[src/rtl/up_counter_if.sv]
// Control and status bundle for up_counter_mod. The master drives the controls
// and the slave (the counter) drives the status outputs.
interface up_counter_if #(parameter int N = 5);
  logic         clr;
  logic         load;
  logic [N-1:0] load_val;
  logic         en;
  logic         one_shot;
  logic [N-1:0] counter;
  logic         tc;
  logic         carry;
  logic         done;
  logic         ld_err;

  modport master (output clr, load, load_val, en, one_shot,
                  input  counter, tc, carry, done, ld_err);
  modport slave  (input  clr, load, load_val, en, one_shot,
                  output counter, tc, carry, done, ld_err);
endinterface

[src/rtl/up_counter_mod.sv]
// N-bit modulo-MOD up counter with clear, saturating load, one-shot halt and a
// registered carry pulse that can drive the next stage's en when cascading.
module up_counter_mod #(
  parameter int N   = 5,
  parameter int MOD = 32
) (
  input  logic        clk,
  input  logic        reset,
  up_counter_if.slave bus
);

  if (MOD < 2 || longint'(MOD) > (longint'(1) << N)) begin : g_bad_mod
    $error("up_counter_mod: MOD=%0d is outside 2..2**%0d", MOD, N);
  end

  localparam logic [N-1:0] TC_VAL = N'(MOD - 1);
  localparam logic [0:0]   RUN    = 1'b0;
  localparam logic [0:0]   HALT   = 1'b1;

  logic [N-1:0] cnt_q;
  logic [0:0]   state_q;
  logic         carry_q;
  logic         err_q;
  logic         at_tc;

  assign at_tc = (cnt_q == TC_VAL);

  always_ff @(posedge clk or negedge reset) begin
    if (!reset) begin
      cnt_q   <= '0;
      state_q <= RUN;
      carry_q <= 1'b0;
      err_q   <= 1'b0;
    end else if (bus.clr) begin
      cnt_q   <= '0;
      state_q <= RUN;
      carry_q <= 1'b0;
      err_q   <= 1'b0;
    end else if (bus.load) begin
      // Out-of-range loads saturate to the terminal value and latch the error.
      if (bus.load_val > TC_VAL) begin
        cnt_q <= TC_VAL;
        err_q <= 1'b1;
      end else begin
        cnt_q <= bus.load_val;
      end
      state_q <= RUN;
      carry_q <= 1'b0;
    end else if (state_q == RUN && bus.en) begin
      if (at_tc) begin
        carry_q <= 1'b1;
        // one_shot only matters here, on the terminal edge.
        if (bus.one_shot) state_q <= HALT;
        else              cnt_q   <= '0;
      end else begin
        cnt_q   <= cnt_q + 1'b1;
        carry_q <= 1'b0;
      end
    end else begin
      carry_q <= 1'b0;
    end
  end

  assign bus.counter = cnt_q;
  assign bus.tc      = at_tc;
  assign bus.carry   = carry_q;
  assign bus.done    = (state_q == HALT);
  assign bus.ld_err  = err_q;

endmodule

[src/flat_wrapper.sv]
// flat-port wrapper written by rule: the top's interface ports become plain ports
module up_counter_mod_flat 
#(
  parameter int N   = 5,
  parameter int MOD = 32
)
  (clk, reset, bus_clr, bus_load, bus_load_val, bus_en, bus_one_shot, bus_counter, bus_tc, bus_carry, bus_done, bus_ld_err);
  up_counter_if #(.N(N)) bus_i ();
  input  logic clk;
  input  logic reset;
  input wire logic [$bits(bus_i.clr)-1:0] bus_clr;
  input wire logic [$bits(bus_i.load)-1:0] bus_load;
  input wire logic [$bits(bus_i.load_val)-1:0] bus_load_val;
  input wire logic [$bits(bus_i.en)-1:0] bus_en;
  input wire logic [$bits(bus_i.one_shot)-1:0] bus_one_shot;
  output wire logic [$bits(bus_i.counter)-1:0] bus_counter;
  output wire logic [$bits(bus_i.tc)-1:0] bus_tc;
  output wire logic [$bits(bus_i.carry)-1:0] bus_carry;
  output wire logic [$bits(bus_i.done)-1:0] bus_done;
  output wire logic [$bits(bus_i.ld_err)-1:0] bus_ld_err;
  assign bus_i.clr = bus_clr;
  assign bus_i.load = bus_load;
  assign bus_i.load_val = bus_load_val;
  assign bus_i.en = bus_en;
  assign bus_i.one_shot = bus_one_shot;
  assign bus_counter = bus_i.counter;
  assign bus_tc = bus_i.tc;
  assign bus_carry = bus_i.carry;
  assign bus_done = bus_i.done;
  assign bus_ld_err = bus_i.ld_err;
  up_counter_mod #(.N(N), .MOD(MOD)) u_core (.clk(clk), .reset(reset), .bus(bus_i));
endmodule
[config.mk]
export PLATFORM = sky130hd
export DESIGN_NAME = up_counter_mod_flat
export DESIGN_NICKNAME = d
export VERILOG_FILES = /design/src/rtl/up_counter_if.sv /design/src/rtl/up_counter_mod.sv /design/src/flat_wrapper.sv
export SDC_FILE = /design/constraint.sdc
export NUM_CORES = 1
export LEC_CHECK = 0
export BUFFER_PORTS_ARGS = -buffer_cell sky130_fd_sc_hd__buf_2
export CAP_MARGIN = 20
export CORE_UTILIZATION = 25
export CTS_BUF_LIST = sky130_fd_sc_hd__clkbuf_8
export DETAILED_ROUTE_END_ITERATION = 10
export PLACE_DENSITY_LB_ADDON = 0.2
export SLEW_MARGIN = 20
export SYNTH_ARGS = -nofsm -noshare
export SYNTH_HDL_FRONTEND = slang
export SYNTH_SLANG_ARGS = --single-unit
[constraint.sdc]
create_clock -name clk -period 2.1 [get_ports clk]
set_input_delay 0.315 -clock clk [delete_from_list [all_inputs] [get_ports clk]]
set_output_delay 0.315 -clock clk [all_outputs]
set_load 0.01 [all_outputs]
Word level (Yosys, flattened, before mapping)
Cells that the tools add are included.
{ "classes": {"addsub": 1, "order_cmp": 1, "eq_ne": 2, "muxes": 18, "bitwise": 1, "reduce_logical": 9} }
{ "ops": {"columns": ["cell", "count"], "rows": [
  ["2-to-1 mux 5 bit", 6],
  ["2-to-1 mux 1 bit", 12],
  ["nonzero test 3 bit", 3],
  ["adder 5 x 1 -> 5 bit (second input constant)", 1],
  ["equality test 5 bit (second input constant)", 1],
  ["> comparator 5 bit (second input constant)", 1],
  ["inequality test 4 bit (second input constant)", 1],
  ["AND reduction 2 bit", 2],
  ["nonzero test 2 bit", 2],
  ["AND reduction 3 bit", 1],
  ["logical AND 1 bit", 1],
  ["NOT 1 bit", 1]
]} }
{ "totals": {"regBits": 8, "inputBits": 11, "output_inout_bits": 9, "elab_cells": 36} }

Depth between registers and ports, before layout
Gate-level depths: netlist of the first run.
{ "depth": {"ltp_word": 5, "depth_mapped": 7} }

Worst setup path before layout of the first run
OpenSTA, ideal clock, no wires.
{ "synth_timing": {"path_kind": "register to register", "startpoint": "register u_core.cnt_q[0] (netlist: u_core.bus.counter[0])", "endpoint": "register u_core.cnt_q[2] (netlist: u_core.bus.counter[2])", "setup_time_ps": 121, "arrival_time_ps": 1647, "slack_ps": 332, "stages_incl_launch_ff": 8, "cell_sequence": "dfrtp_1 ha_1 and3_1 ha_1 nand2_2 a211oi_4 nor2_2 a22o_1"} }
{ "synth_between": {"elab_chain_len": 5, "elab_cells_between_ends": 8} }
{ "synth_lines": {"columns": ["item", "line_no", "source"], "rows": [
  ["start, declared", "up_counter_mod.sv:20", "logic [N-1:0] cnt_q;"],
  ["start signal, assigned", "up_counter_mod.sv:45", "cnt_q <= bus.load_val;"],
  ["start signal, assigned", "up_counter_mod.sv:56", "cnt_q <= cnt_q + 1'b1;"],
  ["adder 5 x 1 -> 5 bit / equality test 5 bit (equally long branches)", "up_counter_mod.sv:56, up_counter_mod.sv:26", null],
  ["2-to-1 mux 5 bit", "up_counter_mod.sv:50", "if (at_tc) begin"],
  ["2-to-1 mux 5 bit", "up_counter_mod.sv:49", "end else if (state_q == RUN && bus.en) begin"],
  ["2-to-1 mux 5 bit", "up_counter_mod.sv:39", "end else if (bus.load) begin"],
  ["2-to-1 mux 5 bit", "up_counter_mod.sv:34", "end else if (bus.clr) begin"]
]} }
Several ways; a longest one is shown, not always the timed one. The select of a mux whose other input is x is not followed.
A chain may end at the register's enable or synchronous reset.

Worst setup path after layout of the first run
{ "layout_timing": {"startpoint": "register u_core.cnt_q[0] (netlist: u_core.bus.counter[0])", "endpoint": "output port bus_tc"} }
{ "layout_between": {"elab_chain_len": 1} }
{ "layout_lines": {"columns": ["item", "line_no", "source"], "rows": [
  ["equality test 5 bit", "up_counter_mod.sv:26", "assign at_tc = (cnt_q == TC_VAL);"],
  ["end, declared", "flat_wrapper.sv:17", "output wire logic [$bits(bus_i.tc)-1:0] bus_tc;"]
]} }
No other way between the ends.

==> results of run 1 <==
synthesized netlist by cell type (all sizes together):
library cell / n / share of area, %
dfrtp: 8 / 44
nand2: 7 / 6.3
o31ai: 5 / 8.2
ha: 3 / 8.2
nor3: 3 / 3.3
a21oi: 2 / 2.2
a22o: 2 / 3.8
buf: 2 / 2.2
nor2b: 2 / 4.4
a211oi: 1 / 4.4
a31oi: 1 / 1.4
and3: 1 / 1.4
mux2i: 1 / 2.2
nand3: 1 / 1.1
nor2: 1 / 1.4
nor3b: 1 / 1.6
xnor2: 1 / 1.9
xor2: 1 / 1.9
cell type report:
class,count,share of cell area [%]
Timing Repair Buffer,21,17.9
Multi-Input combinational cell,33,38.9
Clock buffer,3,6.55
Sequential cell,8,31.7
Tap cell,25,4.96
through the flow:
stage	hold slack, ps	worst slack, ps	utilization [%]	cells
finish	401	254	36.9	90
floorplan	19.4	332	-	43
global placement	172	278	33.9	86
CTS	402	245	36.9	90
global route	414	112	36.9	90
detailed placement	175	285	33.9	86
state kept, by name (all words and copies together), names as in the netlist:
name                flops
u_core.bus.counter      5
u_core.bus.carry        1
u_core.bus.done         1
u_core.bus.ld_err       1
critical path: cells and delay by family, from the launching register on:
| family | cells | cell delay [ps] |
|---|---|---|
| flops | 1 | 410 |
| buf+inv | 1 | 170 |
| simple gates | 1 | 210 |
| fa+ha+maj | 2 | 510 |
power groups by stage:
| stage | Clock, W | Sequential, W | Combinational [W] |
|---|---|---|---|
| finish | 0.000180 | 0.000172 | 0.0000608 |
| global placement | 0 | 0.000174 | 0.0000598 |
| floorplan | 0 | 0.000176 | 0.0000308 |
| detailed placement | 0 | 0.000174 | 0.0000603 |
| CTS | 0.000185 | 0.000172 | 0.0000622 |
| global route | 0.000203 | 0.000173 | 0.0000675 |
placed cells by master (no fill, tap or decap), drive strengths merged, types with 2 or more instances in the layout:
master / synthesis / layout
nor2b: 2 / 2
o31ai: 5 / 5
nand2: 7 / 7
ha: 3 / 3
dfrtp: 8 / 8
a22o: 2 / 2
nor3: 3 / 3
a21oi: 2 / 2
clkbuf: 0 / 3
buf: 2 / 20
what timing repair did:
| action | 4_1_cts | 5_1_grt |
|---|---|---|
| endpoints found under the setup margin | 0 | 0 |
| hold buffers | 1 | 0 |
| hold endpoints to repair | 8 | 0 |
routing by layer:
layer | wire length, µm | GRT usage (%)
met1 | 516 | 16.3
met5 | 0 | 0
met4 | 4 | 5.45
met2 | 388 | 14.7
met3 | 63 | 4.90
logic make-up after synthesis:
kind of cell / count (synthesis) / synth area share, %
XOR/XNOR: 2 / 3.85
AO/OA/AOI/OAI: 11 / 20.1
flip-flops: 8 / 44.0
AND/OR/NAND/NOR: 16 / 19.5
adder cells (fa/ha/maj): 3 / 8.24
multiplexers: 1 / 2.20
buffers and inverters: 2 / 2.20
worst max-delay path by stage:
| stage | from | end | slack, ps | cells past startpoint |
|---|---|---|---|---|
| final | u_core.bus.counter[0] | bus_tc | 250 | 4 |
| after global routing | u_core.bus.counter[0] | u_core.bus.counter[1] | 110 | 8 |
| after CTS | u_core.bus.counter[0] | bus_tc | 240 | 4 |
| after detailed placement | u_core.bus.counter[0] | u_core.bus.counter[0] | 290 | 8 |
| after global placement | u_core.bus.counter[1] | u_core.bus.counter[1] | 280 | 8 |
| after floorplan | u_core.bus.counter[0] | u_core.bus.counter[2] | 330 | 7 |
==> run summary, run 1 <==
The run finished with clean final reports. The clock period minus final worst setup slack works out to 1850 ps. The clock drives 8 sinks. For the count of synthesis-stage warnings from yosys, the log shows 0. The congestion estimate from routability-driven global placement came to 0.679.

The count of state elements after synthesis was 8; the y dimension of the die was 44.7 µm. The dominant cell type by count on the critical path is sky130_fd_sc_hd__ha_1. The largest net degree at the start of global routing is 13, and the longest individual stage delay on the worst path is 410 ps. For the number of hold violations in the final report, the log shows 0. The startpoint of the most critical register-to-register path is u_core.bus.counter[0].

For the worst setup path, the data arrival time is 1530 ps. In this run the horizontal extent of the chip is 44.7 µm. Setup violations remaining at the end of the flow were counted as 0.

The clock passes through at most 2 buffers. Port buffering added 19 buffers. Summing internal, switching and leakage power gives 0.000413 W. For the sequential share of the synthesized area, the log shows 44.0%. The run gives 79.1% as the max-slew headroom at the worst pin.

0 antenna diodes ended up in the layout. Across the run, the number of max-cap violations was 0. At the later pin of the worst-skew pair, clock insertion delay measures 220 ps.

The signal on the critical path passes through ha_1 > and3_1 > ha_1 > buf_2. Post-synth design cell area: 455 µm². Pin placement for this block handled 20 I/O pins. In the final timing run, aggregate negative setup slack is 0 ps. The pre-antenna-repair detailed-routing pass consisted of 4 iterations. STA classifies the critical path startpoint as a register. The share of cells above drive strength 1 is 41.5%. After routing the design area is 631 µm². Proportion of power drawn by flip-flops and latches: 41.6%. The worst register-to-register path has a setup slack of 290 ps.

Dividing total power by cell area gives a power density of 654 nW/µm². Per report_power, the combinational group accounts for 14.7% of the total. Gates resized during post-CTS repair numbered 0. Using the TritonRoute via totals, the vias-per-cell ratio works out to 4.41. The total routed wirelength is 972 µm. The H-tree depth is 1, and the switching fraction of total power is 23.4%.

Hold path depth: 2. The sequential cells in the finished layout cover a total of 200 µm². VDD sags by at most 0.206 mV. Summing all placed instances gives a cell area of 579 µm².

Setup repair after global routing left no endpoint under its margin. In this run the critical register-to-register path is captured at u_core.bus.counter[0]. The tools report the terminating pin of the worst hold path as u_core.bus.ld_err. The tools report the number of antenna-violating nets in the routed design as 0. For this design the static power due to leakage is 0.320 nW. Post-CTS timing repair inserted 0 buffers for setup.

The highest-delay cell along the critical path is sky130_fd_sc_hd__dfrtp_1. After layout, the worst path uses 87.9% of the clock period. Final count of pins violating max slew: 0. The post-synthesis to final-layout area growth is 38.5%, and the clock tree skew after final layout is 3.03 ps. The filler cells instantiated in the layout total 171.

Sort of element at the end of the critical path: a primary output. For this block, the via count after detailed routing is 397. The number of global-route vias before repair was 348; the clock input transition at the sequential cells of the worst setup and hold paths was 40 ps. The class of the worst hold path is input pin to register. The total number of nets in the final design is 81. Violation count after the first detailed-routing iteration: 6. The type of the worst setup path was register to primary output. Summed over all nets, the switching power comes to 0.0000965 W. The core region is 1710 µm². Number of buffers added by the clock tree synthesis step: 3. The die covers 2000 µm². The initial utilization of the core area, before any placement, comes to 26.7%. The largest driver fanout on the critical path is 6, and the wire length of the first global-routing pass is 1580 µm.

The run gives 0.000316 W as the internal power contribution. Clock tree synthesis selected as its root buffer the cell sky130_fd_sc_hd__clkbuf_8. The number of cells on the worst reg-to-reg path is 8. Data on the critical path is required at its endpoint by 1780 ps. The tools report the remaining global-route overflow as 0.

TritonCTS built the clock tree. The number of nets produced by synthesis is 57, and the routed length per instance is 10.8 µm. The run gives 0 as the number of antenna violations at the first check in global routing. The synthesized area per cell came out at 10.6 µm². The overall global routing resource usage is 11.5%.

At the pin with the least slew margin, the transition time is 313 ps. Total number of placement rows: 15. The instance count of the mapped netlist was 43; the highest attainable clock frequency was 0.542 GHz. Per report_power, the clock group accounts for 43.6% of the total. After detailed routing, the number of remaining DRC violations is 0. In the final layout, the multi-input gates occupy 245 µm².

The netlist uses 20 different library cells. The origin of the worst min-delay path was bus_clr.
Note: power is estimated with default switching activity, not from simulation.
==> run 2, diff against run 1 <==
--- a/config.mk
+++ b/config.mk
@@ -10,6 +10,8 @@
 export CORE_UTILIZATION = 25
 export CTS_BUF_LIST = sky130_fd_sc_hd__clkbuf_8
 export DETAILED_ROUTE_END_ITERATION = 10
+export GPL_ROUTABILITY_DRIVEN = 0
+export GPL_TIMING_DRIVEN = 0
 export PLACE_DENSITY_LB_ADDON = 0.2
 export SLEW_MARGIN = 20
 export SYNTH_ARGS = -nofsm -noshare
==> run 2 against run 1 <==
  * Die area did not move
  * Utilization fell by 0.15 points
  * Flip-flop and latch count did not move
  * Clock-buffer cell count did not move
  * Clock skew fell by 2.1 ps
  * Via count rose by 1.0%
  * Sequential share of layout area rose by 0.13 points
==> run summary, run 2 (synthesis gave the netlist of run 1 again) <==
The leakage power figure is 0.319 nW, and the hold path depth is 2. After clock tree synthesis, the clock-pin slew on the worst setup and hold paths is 40 ps. The highest-delay cell along the critical path is sky130_fd_sc_hd__a211oi_4.

Setup repair after global routing left no endpoint under its margin. The worst path uses 89.9% of the clock period. The flow ran to the end, and the final reports show no timing, DRC or antenna violations. The proportion of power drawn by flip-flops and latches is 41.3%.

The number of antenna violations at the first check in global routing came out at 0. The number of clock buffers added by TritonCTS is 3. The worst pin sits at a relative slew slack of 70.7%.

The run gives 0 as the total of max-cap violations. In the routed layout, each cell is associated on average with a via count of 4.46. The starting density of the core is 26.7%, and the largest driver fanout on the critical path is 9.

The total number of nets in the final design came out at 81. After detailed routing, the average wire length per cell comes to 11.4 µm. Counting along the longest clock path gives a buffer depth of 2. The most common library cell in the layout ignoring fill and taps is sky130_fd_sc_hd__buf_2. The final count of pins violating max slew came out at 0. Across the VDD grid, the largest voltage drop is 0.280 mV. Data arrives at the worst endpoint at 2000 ps. After clock tree synthesis, the setup repair step added 0 buffers. The internal power of the cells totals 0.000316 W.

The tools report the highest attainable clock frequency as 0.529 GHz. The largest single stage delay on the critical path is 440 ps. The critical path contains buffers and inverters numbering 0 combined. The number of cells on the critical path was 7. Measured along the y axis, the die boundary spans 44.7 µm. Width of the die: 44.7 µm.

Of the total power, the share spent switching nets is 24.1%. For this design the top-level I/O count stands at 20. Counting cells, the worst reg-to-reg path comes to 7. The area growth from synthesis to layout is 37.9%. The number of global-route vias before repair was 378.

The worst setup path is of the register to register kind. The class of the worst hold path was input pin to register. The dominant cell type by count on the critical path is sky130_fd_sc_hd__ha_1. The run gives 0 as the number of hold violations in the final report. Once placement finished, the instance area stood at 577 µm². The DRC violation count after routing was 0.

Total number of placement rows: 15. STA classifies the critical path endpoint as a register. Setup violations remaining at the end of the flow were counted as 0. TritonCTS built the clock tree. The pre-antenna-repair detailed-routing pass consisted of 4 iterations. Leaving out fill and tap cells, the most frequent cells in the layout are sky130_fd_sc_hd__buf_2 (20), sky130_fd_sc_hd__dfrtp_1 (8), sky130_fd_sc_hd__nand2_1 (6). Walking the worst path, the cells encountered are ha_1 > and3_1 > ha_1 > nand2_2 > a211oi_4 > nor2_2 > a22o_1.

For this block, the routed nets add up to 1030 µm of wire. The run gives 1 as the H-tree depth. Remaining global-route overflow: 0. The critical path required time was 2210 ps; the number of antenna-violating nets in the routed design was 0.

The logs give 754 µm for the half-perimeter wire length of the detailed placement result and 0 for the number of antenna repair diodes. The tools report the overall global routing resource usage as 12.6%. The largest net degree at the start of global routing is 11, and the cell count after placement is 86. In this run, the clock network consumes 44.0% of the power. The clock latency on the worst-skew pair is 230 ps, and the slew of the pin with the lowest slew margin is 438 ps.

Summing over every cut layer, the via total after detailed routing is 401. The floorplan step defined a die boundary enclosing 2000 µm². The number of flip-flops in the largest register was 5. The smallest clock period supported by the final layout is computed as 1890 ps. Clock tree synthesis found a total of 8 sinks.

The core region is 1710 µm². Summing all flip-flop and latch instances after layout gives 200 µm². Leaving out filler cells and counting taps, the final layout contains 90. The run gives 0.000100 W as the power spent charging and discharging nets. Category of the worst setup path launch point: a register.

The count of buffers added on input and output ports is 18. Design area: 628 µm². For the clock tree skew after final layout, the log shows 0.976 ps. Of the cells placed in the final design, the portion with a size suffix greater than 1 is 41.5%. The wire length of the first global-routing pass is 1710 µm. The share of power burned in combinational logic was 14.7%.

Total power density per cell area: 663 nW/µm². Adding up every negative setup slack in the final design gives 0 ps. Total power: 0.000416 W. The run gives 245 µm² as the area of the multi-input gates. The violation count after the first detailed-routing iteration is 10. The number of resized instances in the post-cts repair step is 0.

The kind of cell with the highest combined delay along the critical path is compound AO/OA/AOI/OAI gates. In this run the clock root is driven by a sky130_fd_sc_hd__clkbuf_8. The worst register-to-register path has a setup slack of 210 ps. Fill cells in the final layout number 183.
==> run 2: path summary, 6_finish.rpt <==
path,endpoint,start
max,u_core.bus.counter[2],u_core.bus.counter[0]
min,u_core.bus.carry,bus_clr
min in group asynchronous,u_core.bus.counter[4],reset
max in group asynchronous,u_core.bus.counter[0],reset
min reg2reg,u_core.bus.ld_err,u_core.bus.ld_err
max reg2reg,u_core.bus.counter[2],u_core.bus.counter[0]
==> run 2: power by group through the flow <==
| stage | logic, W | registers (W) | clock network, W |
|---|---|---|---|
| final | 0.0000612 | 0.000172 | 0.000183 |
| after global routing | 0.0000682 | 0.000173 | 0.000201 |
| after CTS | 0.0000624 | 0.000172 | 0.000190 |
| after detailed placement | 0.0000606 | 0.000174 | 0 |
| after global placement | 0.0000598 | 0.000174 | 0 |
| after floorplan | 0.0000308 | 0.000176 | 0 |
==> run 2: timing repair <==
item,in CTS,in global routing
setup endpoints to repair,0,0
hold buffers,1,0
hold endpoints to repair,8,0
==> run 2: cell type report <==
type                       instances  share of cell area (%)
buffer                             2                    1.59
clock buffer                       3                    6.57
multi-input combinational         33                    39.0
sequential                         8                    31.9
tap                               25                    4.98
timing repair buffer              19                    15.9
==> run 2: metal layers <==
layer / wire length, µm / track usage [%] / vias up
met5: 0 / 0 / -
met4: 10 / 5.45 / 0
met3: 76 / 6.53 / 2
met2: 382 / 17.4 / 17
met1: 560 / 16.4 / 179
li1: - / - / 203
==> run 2: through the flow <==
stage | hold slack [ps] | worst slack, ps | util (%)
final | 397 | 211 | 36.8
after global placement | 174 | 218 | 33.8
after CTS | 404 | 199 | 36.8
after global routing | 421 | 41.3 | 36.8
after floorplan | 19.4 | 332 | -
after detailed placement | 175 | 212 | 33.8
==> run 3, diff against run 2 <==
--- a/config.mk
+++ b/config.mk
@@ -5,6 +5,8 @@
 export SDC_FILE = /design/constraint.sdc
 export NUM_CORES = 1
 export LEC_CHECK = 0
+export ABC_AREA = 1
+export ABC_CLOCK_PERIOD_IN_PS = 2100
 export BUFFER_PORTS_ARGS = -buffer_cell sky130_fd_sc_hd__buf_2
 export CAP_MARGIN = 20
 export CORE_UTILIZATION = 25
==> run 3 against run 2 <==
  * Utilization grew 0.64 points
  * Die area grew 4.2%
  * Sequential share of layout area shrank 1.2 points
  * Highest routed layer is now met3
  * Largest cell class unchanged
  * Wire length grew 1.1%
  * Global-route usage grew 0.43 points
  * Synthesized cell count grew 51%
  * Hold slack lost 120 ps
  * Cell count grew 26%
  * Critical path depth shrank 2
  * Sequential power is essentially flat
==> run summary, run 3 <==
The flow ran to the end, and the final reports show no timing, DRC or antenna violations. The tools report the critical path required time as 1780 ps. The register with the most flip-flops in the layout has 5 of them. The share of the cycle needed by the critical path after routing was 80.9%; the accumulated negative setup slack was 0 ps.

In this run, synthesis produced a sequential element count of 8. Across the VDD grid, the largest voltage drop is 0.585 mV. TritonCTS built the clock tree. The post-synthesis to final-layout area growth was 37.4%. The biggest area contributor in the post-synthesis netlist is sky130_fd_sc_hd__dfrtp_1. Pin placement for this block handled 20 I/O pins.

Measured along the y axis, the die boundary spans 45.6 µm. The worst setup path is launched from a register. The most numerous cell type found on the critical path is sky130_fd_sc_hd__ha_1. The largest driver fanout on the critical path is 6. The clock net in this run drives a total of 8 sinks. In the layout the commonest cells are sky130_fd_sc_hd__nand2_1 (20), sky130_fd_sc_hd__buf_2 (19), sky130_fd_sc_hd__inv_1 (10). The slew of the pin with the lowest slew margin is 204 ps, and the total number of nets in the final design is 104. The synthesized area per cell was 7.31 µm²; the longest individual stage delay on the worst path was 420 ps.

The most frequent cell after synthesis was sky130_fd_sc_hd__nand2_1. The total overflow left after global routing is 0. The floorplan step set the die width to 45.6 µm. The tools report the number of resized instances in the post-cts repair step as 0. Setup repair after global routing left no endpoint under its margin.

The total number of placement rows was 15. The region available for standard cell placement spans 1750 µm². The clock tree skew after final layout is 3.82 ps.

For the number of buffers on the longest clock path, the log shows 2. Setup violations remaining at the end of the flow were counted as 0. The clock latency on the worst-skew pair came out at 230 ps.

The tools report the number of antenna violations at the first check in global routing as 0. By area the synthesized netlist is led by sky130_fd_sc_hd__dfrtp_1 (42%), sky130_fd_sc_hd__nand2_1 (16%), sky130_fd_sc_hd__ha_1 (7.9%). Power comes to 0.000421 W.

Average via count per standard cell: 4.21. The tools report the number of buffers added by the clock tree synthesis step as 3. The tools report the DRC violation count after routing as 0. The count of synthesis-stage warnings from yosys was 0; the total of max-cap violations was 0. Counting flops with a built-in enable in the synthesized netlist gives 0. The highest attainable clock frequency was 0.589 GHz; the number of buffers added on ports was 19. The area share of the largest cell type after synthesis works out to 42.1%.

The library cell used most frequently in the layout, excluding fill and tap cells, is sky130_fd_sc_hd__nand2_1. The logs give 2080 µm² for the area of the die and 0.380 nW for the leakage power figure. The logs give 1 for the H-tree depth and 15 for the number of distinct library cells after synthesis. The overall global routing resource usage was 13.0%. The logs give 441 for the number of global-route vias before repair and 0 for the number of hold violations in the final report. The type of the worst setup path was register to primary output.

Startpoint of the most critical register-to-register path: u_core.bus.counter[0]. Dividing the detail-routed wire length by the instance count gives 9.21 µm. The number of antenna repair diodes is 0.

Before antenna repair, the detailed router went through 2 iterations. The total power density per cell area is 644 nW/µm², and the starting density of the core is 27.2%. Wires add up to 1040 µm. Origin of the worst min-delay path: bus_clr.

Fill cells in the final layout number 199. The proportion of register bits with asynchronous set or reset after synthesis was 100%; the largest net degree at the start of global routing was 9. After synthesis, flip-flops and latches occupy 42.1% of the total area. Among cell families on the critical path, the largest total delay comes from flip-flops.

The final count of pins violating max slew was 0; the wire length of the first global-routing pass was 1860 µm. The overall via count from detail_route was 476; the share of cells above drive strength 1 was 27.3%. For this run, the leading register cell type out of synthesis is sky130_fd_sc_hd__dfrtp_1. Violation count after the first detailed-routing iteration: 1. The class of the worst hold path was input pin to register.

Worst path buffer plus inverter count: 1. For this design, the slowest cell found on the critical path is sky130_fd_sc_hd__dfrtp_1. In this run the remaining antenna-violating nets after routing total 0. The source of the critical timing path was u_core.bus.counter[0]. The tools report the sort of element at the end of the critical path as a primary output. The number of nets produced by synthesis came out at 79. The signal on the critical path passes through ha_1 > nand2_1 > nor2_1 > ha_1 > buf_2. Data arrives at the worst endpoint at 1380 ps.

Measured against its own limit, the worst slew margin works out to 86.4%. In the synthesized netlist, the cells that appear most often are sky130_fd_sc_hd__nand2_1 (20), sky130_fd_sc_hd__inv_1 (10), sky130_fd_sc_hd__dfrtp_1 (8). The clock period minus final worst setup slack came out at 1700 ps.

The cell area that synthesis handed to floorplanning was 475 µm². Synthesis produced 65 cells. The buffer cell driving the clock tree root is sky130_fd_sc_hd__clkbuf_8. The clock input transition at the sequential cells of the worst setup and hold paths works out to 40 ps.

The run gives 843 µm as the half-perimeter wire length of the detailed placement result.
-- run 3: worst reg2reg max path, stage by stage (launching register included) --
cell                      delay [ps]
sky130_fd_sc_hd__dfrtp_1         420
sky130_fd_sc_hd__ha_1            180
sky130_fd_sc_hd__nand2_1          70
sky130_fd_sc_hd__nor2_1          150
sky130_fd_sc_hd__ha_1            200
sky130_fd_sc_hd__inv_1            50
sky130_fd_sc_hd__nor2_1           90
sky130_fd_sc_hd__nand2_1          90
sky130_fd_sc_hd__nand3_2         110
sky130_fd_sc_hd__inv_1            60
sky130_fd_sc_hd__nand3_1          70
sky130_fd_sc_hd__nand2_1          50
-- run 3: stage by stage --
| step | cell area (µm²) | std cells | hold WS (ps) | worst slack, ps | util, % |
|---|---|---|---|---|---|
| after CTS | 653 | 113 | 276 | 372 | 37.4 |
| after global routing | 653 | 113 | 279 | 229 | 37.4 |
| after detailed placement | 602 | 109 | 173 | 445 | 34.5 |
| after global placement | 602 | 109 | 172 | 464 | 34.5 |
| after floorplan | 475 | 65 | 19.4 | 610 | - |
| final | 653 | 113 | 278 | 401 | 37.4 |
-- run 3: cell type report --
cell class / count / area, µm² / share of cell area (%)
Timing Repair Buffer: 20 / 105 / 16.1
Tap cell: 25 / 31.3 / 4.79
Clock buffer: 3 / 41.3 / 6.32
Inverter: 10 / 37.5 / 5.75
Sequential cell: 8 / 200 / 30.7
Multi-Input combinational cell: 47 / 238 / 36.4
-- run 3: logic make-up (layout without fill, tap and decap cells) --
| logic type | Yosys count | count (layout) | synth area share [%] |
|---|---|---|---|
| adders and majority gates | 3 | 3 | 7.90 |
| and+or+nand+nor | 38 | 38 | 34.7 |
| muxes | 1 | 1 | 2.11 |
| DFF | 8 | 8 | 42.1 |
| buffers and inverters | 10 | 33 | 7.90 |
| AOI/OAI and AO/OA | 5 | 5 | 5.26 |
-- run 3: what timing repair did --
item | 4_1_cts | 5_1_grt
buffers inserted | 0 | 0
endpoints found under the hold margin | 8 | 0
setup endpoints to repair | 0 | 0
hold buffers | 1 | 0
-- run 3: power by group --
| group | leakage, nW | switching (W) | internal, W |
|---|---|---|---|
| registers | 0.107 | 0.0000107 | 0.000163 |
| logic | 0.252 | 0.0000346 | 0.0000285 |
| clock network | 0.0216 | 0.0000595 | 0.000124 |
-- run 3: final timing paths --
kind / cells past startpoint / end / slack (ps)
setup reg to reg: 11 / u_core.bus.counter[2] / 450
hold reg to reg: 2 / u_core.bus.ld_err / 480
hold / removal: 2 / u_core.bus.ld_err / 280
max in group asynchronous: 2 / u_core.bus.counter[2] / 1470
setup / recovery: 5 / bus_tc / 400
min in group asynchronous: 2 / u_core.bus.done / 460
-- run 3: per-layer routing --
layer | GRT usage (%) | wire length [µm] | vias up
met2 | 19.4 | 455 | 17
met3 | 7.14 | 81 | 0
met1 | 16.1 | 504 | 207
met4 | 3.64 | 0 | 0
li1 | - | - | 252
met5 | 0 | 0 | -
